==> src/rtl/lsu_pkg.sv <==
// Shared opcode constants, FSM states, access sizes and decode helpers for the load/store unit.
package lsu_pkg;

    localparam logic [5:0] OP_LB  = 6'h20;
    localparam logic [5:0] OP_LH  = 6'h21;
    localparam logic [5:0] OP_LW  = 6'h23;
    localparam logic [5:0] OP_LBU = 6'h24;
    localparam logic [5:0] OP_LHU = 6'h25;
    localparam logic [5:0] OP_SB  = 6'h28;
    localparam logic [5:0] OP_SH  = 6'h29;
    localparam logic [5:0] OP_SW  = 6'h2B;

    typedef enum logic [1:0] {IDLE, REQ, WAIT, DONE} lsu_state_e;

    typedef enum logic [1:0] {BYTE, HALF, WORD} access_size_e;

    typedef struct packed {
        logic         legal;
        logic         store;
        logic         sgn;
        access_size_e size;
    } op_info_t;

    function automatic op_info_t decode_op(input logic [5:0] opcode);
        op_info_t info;
        info = '{legal: 1'b1, store: 1'b0, sgn: 1'b0, size: WORD};
        case (opcode)
            OP_LB:   begin info.sgn = 1'b1; info.size = BYTE; end
            OP_LH:   begin info.sgn = 1'b1; info.size = HALF; end
            OP_LW:   info.size = WORD;
            OP_LBU:  info.size = BYTE;
            OP_LHU:  info.size = HALF;
            OP_SB:   begin info.store = 1'b1; info.size = BYTE; end
            OP_SH:   begin info.store = 1'b1; info.size = HALF; end
            OP_SW:   info.store = 1'b1;
            default: info.legal = 1'b0;
        endcase
        return info;
    endfunction

    function automatic logic is_misaligned(input access_size_e size, input logic [1:0] off);
        case (size)
            HALF:    return off[0];
            WORD:    return off != 2'b00;
            default: return 1'b0;
        endcase
    endfunction

    // Clearing the low bits of the byte offset aligns the access down to its natural boundary.
    function automatic logic [1:0] align_offset(input access_size_e size, input logic [1:0] off);
        case (size)
            HALF:    return {off[1], 1'b0};
            WORD:    return 2'b00;
            default: return off;
        endcase
    endfunction

endpackage

==> src/rtl/load_extend.sv <==
// Selects the addressed byte/half lane of a read word and sign- or zero-extends it to 32 bits.
module load_extend
    import lsu_pkg::*;
(
    input  logic [31:0]  rdata,
    input  logic [1:0]   byte_off,
    input  access_size_e size,
    input  logic         sgn,
    output logic [31:0]  result
);

    logic [31:0] lane;

    always_comb begin
        lane = rdata >> {byte_off, 3'b000};
        case (size)
            BYTE:    result = {{24{sgn & lane[7]}}, lane[7:0]};
            HALF:    result = {{16{sgn & lane[15]}}, lane[15:0]};
            default: result = lane;
        endcase
    end

endmodule

==> src/rtl/load_store_unit.sv <==
// MIPS-style load/store unit: one outstanding access, IDLE -> REQ -> WAIT -> DONE handshake.
// Define MISALIGN_TRAP_EN to trap misaligned half/word accesses instead of aligning them down.
module load_store_unit
    import lsu_pkg::*;
#(
    parameter int MEM_AW   = 5,
    parameter int OFFSET_W = 16
) (
    input  logic                clk,
    input  logic                reset,
    input  logic                in_valid,
    output logic                in_ready,
    input  logic [5:0]          in_opcode,
    input  logic [31:0]         in_base,
    input  logic [OFFSET_W-1:0] in_offset,
    input  logic [31:0]         in_wdata,
    input  logic [4:0]          in_rt,
    output logic                mem_req,
    output logic                mem_we,
    output logic [MEM_AW-1:0]   mem_addr,
    output logic [3:0]          mem_be,
    output logic [31:0]         mem_wdata,
    input  logic                mem_ack,
    input  logic [31:0]         mem_rdata,
    output logic                out_valid,
    output logic                out_wb,
    output logic [4:0]          out_rt,
    output logic [31:0]         out_data,
    output logic                out_err
);

`ifdef MISALIGN_TRAP_EN
    localparam logic TRAP_EN = 1'b1;
`else
    localparam logic TRAP_EN = 1'b0;
`endif

    lsu_state_e   state, state_n;

    logic [31:0]  eff;
    logic         eff_unused;
    op_info_t     in_info;
    logic         in_err;
    logic [31:0]  wdata_rep;

    logic [MEM_AW-1:0] addr_q;
    logic [1:0]   off_q;
    logic         store_q;
    logic         sgn_q;
    access_size_e size_q;
    logic         err_q;
    logic [4:0]   rt_q;
    logic [31:0]  wdata_q;
    logic [31:0]  rdata_q;
    logic [31:0]  load_result;

    assign eff        = in_base + 32'($signed(in_offset));
    assign eff_unused = ^eff[31:MEM_AW+2];
    assign in_info    = decode_op(in_opcode);
    assign in_err     = !in_info.legal || (TRAP_EN && is_misaligned(in_info.size, eff[1:0]));

    always_comb begin
        case (in_info.size)
            BYTE:    wdata_rep = {4{in_wdata[7:0]}};
            HALF:    wdata_rep = {2{in_wdata[15:0]}};
            default: wdata_rep = in_wdata;
        endcase
    end

    always_ff @(posedge clk) begin
        if (reset) begin
            state   <= IDLE;
            addr_q  <= '0;
            off_q   <= '0;
            store_q <= 1'b0;
            sgn_q   <= 1'b0;
            size_q  <= BYTE;
            err_q   <= 1'b0;
            rt_q    <= '0;
            wdata_q <= '0;
            rdata_q <= '0;
        end else begin
            state <= state_n;
            if (state == IDLE && in_valid) begin
                addr_q  <= eff[MEM_AW+1:2];
                off_q   <= align_offset(in_info.size, eff[1:0]);
                store_q <= in_info.store && in_info.legal;
                sgn_q   <= in_info.sgn;
                size_q  <= in_info.size;
                err_q   <= in_err;
                rt_q    <= in_rt;
                wdata_q <= wdata_rep;
            end
            if ((state == REQ || state == WAIT) && mem_ack) begin
                rdata_q <= mem_rdata;
            end
        end
    end

    load_extend u_load_extend (
        .rdata    (rdata_q),
        .byte_off (off_q),
        .size     (size_q),
        .sgn      (sgn_q),
        .result   (load_result)
    );

    always_comb begin
        state_n   = state;
        in_ready  = 1'b0;
        mem_req   = 1'b0;
        mem_we    = 1'b0;
        mem_addr  = '0;
        mem_be    = '0;
        mem_wdata = '0;
        out_valid = 1'b0;
        out_wb    = 1'b0;
        out_rt    = '0;
        out_data  = '0;
        out_err   = 1'b0;

        case (state)
            IDLE: begin
                in_ready = 1'b1;
                if (in_valid) state_n = in_err ? DONE : REQ;
            end
            REQ, WAIT: begin
                mem_req  = 1'b1;
                mem_we   = store_q;
                mem_addr = addr_q;
                case (size_q)
                    BYTE:    mem_be = 4'b0001 << off_q;
                    HALF:    mem_be = 4'b0011 << off_q;
                    default: mem_be = 4'b1111;
                endcase
                if (store_q) mem_wdata = wdata_q;
                // An ack in REQ skips WAIT, giving the minimum accept-to-result latency.
                if (mem_ack)           state_n = DONE;
                else if (state == REQ) state_n = WAIT;
            end
            DONE: begin
                out_valid = 1'b1;
                out_rt    = rt_q;
                out_err   = err_q;
                out_wb    = !err_q && !store_q;
                if (!err_q && !store_q) out_data = load_result;
                state_n = IDLE;
            end
            default: state_n = IDLE;
        endcase
    end

endmodule
==> config.mk <==
export PLATFORM = sky130hd
export DESIGN_NAME = load_store_unit
export DESIGN_NICKNAME = d
export VERILOG_FILES = /design/src/rtl/lsu_pkg.sv /design/src/rtl/load_extend.sv /design/src/rtl/load_store_unit.sv
export SDC_FILE = /design/constraint.sdc
export NUM_CORES = 1
export LEC_CHECK = 0
export CAP_MARGIN = 20
export CORE_ASPECT_RATIO = 1.2
export CORE_MARGIN = 1.5
export CORE_UTILIZATION = 39
export DETAILED_ROUTE_END_ITERATION = 6
export GPL_ROUTABILITY_DRIVEN = 0
export GPL_TIMING_DRIVEN = 1
export PLACE_DENSITY_LB_ADDON = 0.12
export SYNTH_ARGS = -nofsm -noshare
export SYNTH_HDL_FRONTEND = slang
export SYNTH_HIERARCHICAL = 1
export SYNTH_SLANG_ARGS = --single-unit
==> constraint.sdc <==
create_clock -name clk -period 2 [get_ports clk]
set_input_delay 0.6 -clock clk [delete_from_list [all_inputs] [get_ports clk]]
set_output_delay 0.6 -clock clk [all_outputs]
set_load 0.005 [all_outputs]
Word level (Yosys, flattened, before mapping):

Cells that the tools add are included.
W data, S select, Z words.

* reductions and logical operators: 18
* bitwise logic cells: 2
* shift-type cells: 3
* $add $sub $neg: 1
* eq/ne operators: 16
* mux-type cells: 26

Operator list (count)
* $mux W32: 4
* $pmux W32 S2: 2
* $eq A6 B6 Y1 const B: 8
* $shr A32 B5 Y32: 1
* $mux W5: 2
* $mux W1: 9
* $reduce_or A3 Y1: 3
* $mux W2: 4
* $pmux W2 S2: 2
* $pmux W4 S2: 1
* $reduce_or A8 Y1: 1
* $add A7 B7 Y7: 1
* $eq A2 B1 Y1 const B: 3
* $eq A2 B2 Y1 const B: 3
* $logic_not A2 Y1: 3
* $pmux W2 S3: 1
* $logic_and A1 B1 Y1: 4
* $mux W4: 1
* $reduce_or A2 Y1: 2
* $shl A1 B2 Y4 const A: 1
* $shl A2 B2 Y4 const A: 1
* $logic_not A1 Y1: 3
* $ne A3 B3 Y1 const B: 1
* $and A1 B1 Y1: 2
* other kinds (3): 3

* input bits: 127
* output and inout bits: 84
* logic and storage cells: 76
* register bits after elaboration: 83

Depth between registers and ports, before layout:

Gate-level depths: netlist of the first run.

* depth in word-level cells: 6
* mapped depth: 8

Modules after synthesis:

Netlist of the first run, hierarchy kept.

By module, submodules not included
* load_store_unit: area each 4145.2 um^2, cells each 536, times used 1
* load_extend: area each 808.3 um^2, cells each 106, times used 1

Worst setup path after synthesis of the first run:

Ideal clock, no wire load.

* kind: register -> output
* start point: register off_q[1]
* end point: output out_data[22]
* data arrival time: 1454 ps
* slack: -54 ps
* buffers on the path: 2
* stages on the path, launching flop included: 7
* cells stage by stage: dfxtp_1 -> buf_6 -> mux2_4 -> o221ai_4 -> buf_6 -> o22ai_2 -> and2_1

* cells in the longest elaborated chain, start to end: 5
* elaborated cells on any way between the ends: 6
* classes of those cells: 1 x shift; 3 x mux; 2 x bitwise

RTL lines
* start, declared: RTL line load_store_unit.sv:47 `logic [1:0] off_q;`
* start signal, assigned: RTL line load_store_unit.sv:86 `off_q <= align_offset(in_info.size, eff[1:0]);`
* $shr A32 B5 Y32 (*): RTL line load_extend.sv:15 `lane = rdata >> {byte_off, 3'b000};`
* $and A1 B1 Y1 (on tied branches): RTL line load_extend.sv:18, load_extend.sv:17
* $pmux W32 S2 (*): RTL line load_extend.sv:16 `case (size)`
* named net load_result[22]: RTL line load_store_unit.sv:55 `logic [31:0] load_result;`
* $mux W32 (*): RTL line load_store_unit.sv:146 `if (!err_q && !store_q) out_data = load_result;`
* $mux W32 (*): RTL line load_store_unit.sv:122 `case (state)`
* end, declared: RTL line load_store_unit.sv:28 `output logic [31:0] out_data,`

Mark *: on every way through the listed nets, which the timed path passes. The rest lies on a longest branch.

Worst setup path in the final report of the first run:

* start point: register off_q[1]
* end point: output out_data[16]

The elaborated chain is that of the path after synthesis.

==> metrics.md, run 1 <==
| Metric | Value |
|---|---|
| Nature of the critical path startpoint | flip-flop |
| Outcome | finished, violations left |
| Sink Count | 83 |
| Count of TritonRoute iterations in the first routing pass | 7 |
| Vias per cell | ~5.4 |
| Most used flip-flop cell after synthesis | dfxtp_1 |
| Clock buffers created by TritonCTS | 9 |
| End of the worst hold path | rdata_q[0] |
| Hold Startpoint | rdata_q[0] |
| Full die area | 13400 sq um |
| Wire length of the first global-routing pass | 27100 um |
| Final WS setup | -0.515 ns |
| Data arrival at the endpoint of the critical path | 1.92 ns |
| Count of filler cells inserted in the layout | 921 |
| Synthesized instance count | roughly 640 |
| Count of routing violations after the opening detailed-route iteration | 263 |
| Starting density of the core | 40.5% |
| Syn_area_per_cell | 7.72 sq um |
| Async set-reset flop share out of synthesis | 0% |
| Minimum clock period | around 2.5 ns |
| Psw | 3.14 mW |
| Total routing usage reported by global routing | 25.2% |
| Highest clock rate | 398 MHz |
| Pin count of the biggest net entering global routing | 60 |
| Post-Route WL | 19000 um |
| Final Slew Violations | 0 |
| Hpwl dp | about 12000 um |
| Nets@finish | roughly 1000 |
| Area of all sequential standard cells | 1670 sq um |
| Pwr Density | between 1000 and 1500 nW/um^2 |
| Type of the worst min-delay path | flip-flop to flip-flop |
| DRC violations left | 0 |
| Post-synthesis cell type count | 50 |
| Crit share post-route | 126% |
| Antenna violations before repair | 0 |
| Static leakage power | 3.70 nW |
| Antenna violation net count after detailed routing | 0 |
| Cell internal power dissipation | 5.81 mW |
| Total nets after synthesis | 780 |
| RSZ-0062 raised after global routing | true |
| Worst relative slew slack | between 70% and 80% |
| Multi-input gate area in the final layout | 3470 sq um |
| Number of rows created at floorplan | between 40 and 50 |
| Share of total power in the clock network | 19.1% |
| Data required time at the worst endpoint | 1.40 ns |
| Switching fraction of total power | a little over a third |
| Most common cell after layout, fill and taps aside | nand2_1 |
| WL/cell | 17.7 um |
| DIE WIDTH | 106 um |
| Violations in the final reports | setup timing |
| Number of endpoints failing setup at the final stage | 77 |
| Post-CTS Hold Buffers | 0 |
| Area added between synthesis and finish | 76.2% |
| CP endpoint kind | primary output |
| Max FO, Critical Path | 5 |
| Placed cell count | about 1000 |
| Number of placed I/O pins | between 200 and 250 |
| Final Hold Fails | 0 |
| Max rail drop VDD | 0.664 mV |
| Number of max-capacitance violations reported | 0 |
| DR vias | roughly 5700 |
| Cell depth of the worst hold path | 2 |
| Mapped cell area | 4950 sq um |
| Root buffer cell | clkbuf_16 |
| Share of final-layout standard cells stronger than drive strength 1 | 36.8% |
| Sum of negative setup slack | -26.60 ns |
| Setup skew after layout | 0.00616 ns |
| Post-synth EDFFs | 0 |
| Worst Reg2Reg Path Length in Cells | 12 |
| Insertion delay to the later sink of the worst-skew pair | 0.34 ns |
| Transition time of the tightest slew-check pin | 0.380 ns |
| Sequential group share of total power | ~26% |
| Vias in the first global route | between 5000 and 6000 |
| Worst R2R Start | state[0] |
| Placed cell areas | 7260 sq um |
| Most frequent cells in the layout | nand2_1, a21oi_1, clkdlybuf4s50_1, dfxtp_1, buf_4 |
| Clock Pin Slew Worst Setup and Hold Paths | approximately 0.06 ns |
| Combinational cell fraction of total power | between 50 and 60% |
| GRT Residual Overflow | 0 |
| Clock tree from TritonCTS | done |
| Yosys warning count | 6 |
| Number of I/O port buffers | roughly 180 |
| Portion of the post-synthesis area used by sequential elements | 33.5% |
| Die height | 126 um |
| Final instance count without filler cells | 1068 |
| Core ar. | approximately 12000 sq um |
| Critical register-to-register path endpoint | rdata_q[31] |
| Post-Layout Inst Area | roughly 8700 sq um |
| Flop2flop setup slack | 0.03 ns |
| Crit Path Class | flip-flop to primary output |
| CTS HTree Levels | 3 |
| Maximum number of buffers from clock root to sink | 2 |
| Number of storage elements in the synthesis netlist | 83 |
| Number of diodes | 0 |
## cells in the mapped netlist, types with 2 or more instances
cell / count / area [sq um]
nand2_1: 107 / 402
clkbuf_1: 35 / 131
o21a_1: 6 / 45.0
nand3b_1: 2 / 15.0
o21ai_0: 28 / 140
o2bb2ai_1: 8 / 70.1
or3_1: 4 / 25.0
a21oi_1: 95 / 475
nand2b_1: 2 / 12.5
o211a_1: 2 / 20.0
buf_2: 6 / 30.0
buf_1: 6 / 22.5
nand3_1: 13 / 65.1
o311ai_0: 2 / 17.5
xor2_1: 2 / 17.5
o22ai_1: 6 / 37.5
a21boi_0: 7 / 52.6
and3_1: 32 / 200
mux2i_1: 41 / 410
a211oi_1: 9 / 67.6
or2_1: 3 / 18.8
dfxtp_1: 83 / 1660
inv_1: 9 / 33.8
and2_1: 48 / 300
or2_2: 6 / 37.5
nor2_1: 13 / 48.8
buf_6: 7 / 78.8
o211ai_1: 3 / 22.5
nor2b_1: 14 / 87.6
nor3_1: 13 / 65.1
ha_1: 10 / 125
o22ai_2: 2 / 25.0
## metal layers
layer,share of wire (%),GRT usage (%),up-vias
met3,5.6,4.78,45
met5,0,0,-
met2,54,47.9,211
met4,4.2,10.3,0
met1,36,27.1,2729
li1,-,-,2756
## sequential cells by signal (all words and copies together) (netlist names)
| name | count |
|---|---|
| rdata_q | 32 |
| state | 2 |
| store_q | 1 |
| sgn_q | 1 |
| wdata_q | 32 |
| err_q | 1 |
| addr_q | 5 |
| size_q | 2 |
| off_q | 2 |
| rt_q | 5 |
## power by group through the flow
| stage | Sequential (mW) | Combinational (mW) | Clock (mW) |
|---|---|---|---|
| global placement | 2.26 | 2.70 | 0 |
| CTS | 2.28 | 4.33 | 1.72 |
| detailed placement | 2.28 | 2.76 | 0 |
| finish | 2.31 | 4.92 | 1.71 |
| global route | 2.34 | 5.21 | 1.80 |
| floorplan | 2.20 | 1.47 | 0 |
## worst max-delay path by stage
stage,depth (start not counted),from,end,slack (ns)
finish,7,off_q[1],out_data[16],-0.52
global route,8,off_q[1],out_data[19],-0.64
CTS,7,off_q[1],out_data[21],-0.53
detailed placement,6,off_q[1],out_data[19],-0.51
global placement,6,off_q[1],out_data[9],-0.46
floorplan,6,off_q[1],out_data[22],-0.03
## per-stage QoR
stage / hold slack, ns / power [mW] / worst slack [ns] / utilization, %
5_1_grt: 0.478 / 9.34 / -0.643 / 71.4
6_report: 0.454 / 8.95 / -0.515 / 71.4
4_1_cts: 0.452 / 8.34 / -0.532 / 67.9
3_5_place_dp: 0.443 / 5.04 / -0.511 / 59.4
2_1_floorplan: 0.427 / 3.67 / -0.0311 / -
3_3_place_gp: 0.439 / 4.96 / -0.459 / 59.4
## kinds of logic (layout without fill, tap and decap cells)
logic type               Yosys count  count (layout)  share of synthesized area (%)
AO/OA/AOI/OAI                    176             176                           21.4
XOR/XNOR                           2               2                          0.354
adder cells (fa/ha/maj)           11              11                           2.93
buffers and inverters             63             328                           5.99
flip-flops                        83              83                           33.5
multiplexers                      43              43                           8.87
AND/OR/NAND/NOR                  264             264                           26.9
## what timing repair did
| action | 4_1_cts | 5_1_grt |
|---|---|---|
| endpoints found under the setup margin | 93 | 109 |
| gates cloned | 5 | 5 |
| setup buffers | 40 | 16 |
| gates resized for setup | 426 | 109 |
| pin swaps | 38 | 37 |
## worst max-delay path, stage by stage, from the launching register on
cell and delay (ns):
dfxtp_4 0.39, mux2_4 0.33, o221ai_4 0.23, clkbuf_16 0.20, buf_6 0.09, o22ai_2 0.06
and2_4 0.16, buf_6 0.11
## area by class of cell
cell class	count	share of cell area [%]
Clock buffer	12	2.94
Clock inverter	3	0.530
Multi-Input combinational cell	496	39.8
Tap cell	161	2.31
Inverter	9	0.416
Sequential cell	83	19.1
Timing Repair Buffer	304	34.9
Note: power is estimated with default switching activity, not from simulation.
==> inputs of run 2 (changes only) <==
--- a/config.mk
+++ b/config.mk
@@ -7,7 +7,6 @@
 export LEC_CHECK = 0
 export CAP_MARGIN = 20
 export CORE_ASPECT_RATIO = 1.2
-export CORE_MARGIN = 1.5
 export CORE_UTILIZATION = 39
 export DETAILED_ROUTE_END_ITERATION = 6
 export GPL_ROUTABILITY_DRIVEN = 0
==> metrics.md, run 2 (synthesized netlist as in run 1, its figures left out) <==
| Metric | Value |
|---|---|
| GRT Residual Overflow | 0 |
| Number of rows created at floorplan | 44 |
| Most common cell after layout, fill and taps aside | nand2_1 |
| Final Hold Fails | 0 |
| Final instance count without filler cells | 1079 |
| Number of diodes | 0 |
| Worst hold-check slack | 0.463 ns |
| Crit Path Class | flip-flop to primary output |
| Setup skew after layout | between 0.005 and 0.006 ns |
| Registers with the most flip-flops | rdata_q: 32 flops, wdata_q: 32 flops |
| Worst relative slew slack | roughly three quarters |
| Root buffer cell | clkbuf_16 |
| Highest clock rate | just under 400 MHz |
| DR vias | 5874 |
| Pwr Density | between 1000 and 1500 nW/um^2 |
| Count of routing violations after the opening detailed-route iteration | 233 |
| Highest metal layer with signal wires | met4 |
| Type of the worst min-delay path | flip-flop to flip-flop |
| Clock Pin Slew Worst Setup and Hold Paths | around 0.060 ns |
| Worst-path cell with the longest stage delay | dfxtp_4 |
| Number of placed I/O pins | 211 |
| Routed wl met3 | 1060 um |
| Number of I/O port buffers | ~180 |
| Data arrival at the endpoint of the critical path | about 1.9 ns |
| Static leakage power | 3.72 nW |
| Critical path's largest stage delay | 0.39 ns |
| Buf+Inv Stages, Crit Path | 3 |
| Count of TritonRoute iterations in the first routing pass | 6 |
| Placed cell areas | 7330 sq um |
| Maximum number of buffers from clock root to sink | 2 |
| Max rail drop VDD | between 0.9 and 1 mV |
| Clock tree from TritonCTS | done |
| Hpwl dp | 11700 um |
| Sink Count | slightly above 80 |
| Number of endpoints failing setup at the final stage | 77 |
| Share of the core filled with cells | ~73% |
| Met1 Routed Length | 7050 um |
| Starting density of the core | between 40% and 50% |
| Pin count of the biggest net entering global routing | 60 |
| Antenna violations before repair | 0 |
| Most frequent cells in the layout | nand2_1, clkdlybuf4s50_1, a21oi_1, dfxtp_1, buf_6 |
| Full die area | approximately 13000 sq um |
| Total routing usage reported by global routing | between 20 and 30% |
| Crit share post-route | 126% |
| Share of final-layout standard cells stronger than drive strength 1 | between 30% and 40% |
| Sum of negative setup slack | -27.81 ns |
| Antenna violation net count after detailed routing | 0 |
| CP endpoint kind | primary output |
| List of cells traversed by the critical path | mux2_4, o221ai_4, clkbuf_16, buf_6, o22ai_2, and2_1, buf_2 |
| Flop2flop setup slack | -0.05 ns |
| Area added between synthesis and finish | 79.7% |
| Vias in the first global route | 5931 |
| Minimum clock period | 2.53 ns |
| Violations in the final reports | setup timing |
| Wire length of the first global-routing pass | between 20000 and 30000 um |
| Final Slew Violations | 0 |
| Final WS setup | -0.529 ns |
| Die height | 125 um |
| Data required time at the worst endpoint | 1.40 ns |
| Core ar. | approximately 12000 sq um |
| Number of max-capacitance violations reported | 0 |
| Metal2 WL | roughly 10000 um |
| Vias per cell | 5.44 |
| Post-Route WL | about 20000 um |
| Post-CTS Hold Buffers | 0 |
| WL/cell | between 15 and 20 um |
| Nature of the critical path startpoint | flip-flop |
| Clock buffers created by TritonCTS | 9 |
| CTS HTree Levels | 3 |
| Transition time of the tightest slew-check pin | 0.393 ns |
| Insertion delay to the later sink of the worst-skew pair | 0.34 ns |
| Placed cell count | about 1000 |
| DRC violations left | 0 |
| Post-Layout Inst Area | 8900 sq um |
| Outcome | finished, violations left |
| Nets@finish | 1052 |
| Total design power | 9.15 mW |
| CP delay by family, top | buffers and inverters |
| Worst slack at placement | -0.492 ns |
| RSZ-0062 raised after global routing | true |
| DIE WIDTH | 105 um |
| Max FO, Critical Path | 5 |
==> run 2: cell count changes in the layout (fill, tap and decap cells not counted), sizes merged <==
| cell | before | now |
|---|---|---|
| clkinvlp | 1 | 3 |
| inv | 10 | 9 |
| bufinv | 1 | 0 |
| clkbuf | 26 | 17 |
| dlygate4sd2 | 3 | 4 |
| buf | 194 | 215 |
| dlymetal6s2s | 4 | 1 |
| clkdlybuf4s15 | 1 | 0 |
| clkdlybuf4s50 | 87 | 88 |
| clkinv | 0 | 1 |
==> run 2: final timing paths <==
check | start | endpoint | depth (start not counted)
max | off_q[1] | out_data[16] | 7
min | rt_q[2] | rt_q[2] | 2
max reg2reg | state[1] | rdata_q[24] | 12
min reg2reg | rt_q[2] | rt_q[2] | 2
==> run 2: cell type report <==
type	count	area (sq um)
inverter	9	38.8
clock buffer	11	243
timing repair buffer	315	3190
clock inverter	4	27.5
fill	927	3320
tap	161	201
multi-input combinational	496	3520
sequential	83	1670
==> run 2: routing by layer <==
metal | up-vias | GRT usage [%]
li1 | 2781 | -
met1 | 2777 | 28.3
met2 | 238 | 52.4
met3 | 78 | 5.32
met4 | 0 | 15.7
met5 | - | 0
==> run 2: what timing repair did <==
item	in CTS	in global routing
cloned	7	3
resized for setup	475	82
setup endpoints to repair	87	133
pin swaps	54	21
buffers inserted	51	9
==> run 2: power by group <==
group / total (mW) / switching [mW] / internal, mW
clock: 1.56 / 0.693 / 0.867
combinational: 5.27 / 2.31 / 2.95
sequential: 2.33 / 0.307 / 2.02
==> run 2: worst reg2reg max path: stages (launching register included) <==
cell and delay [ns]:
dfxtp_2 0.34, buf_6 0.10, inv_4 0.03, ha_4 0.28, buf_6 0.12, buf_12 0.11, buf_16 0.12, buf_6 0.10
buf_6 0.11, and2_4 0.22, clkbuf_16 0.19, nand2_1 0.08, a21oi_1 0.17
==> inputs of run 3 (changes only) <==
--- a/config.mk
+++ b/config.mk
@@ -5,7 +5,7 @@
 export SDC_FILE = /design/constraint.sdc
 export NUM_CORES = 1
 export LEC_CHECK = 0
-export CAP_MARGIN = 20
+export CAP_MARGIN = 40
 export CORE_ASPECT_RATIO = 1.2
 export CORE_UTILIZATION = 39
 export DETAILED_ROUTE_END_ITERATION = 6
==> results of run 3 <==
The final DEF is identical to that of run 2; final timing and power are the same.
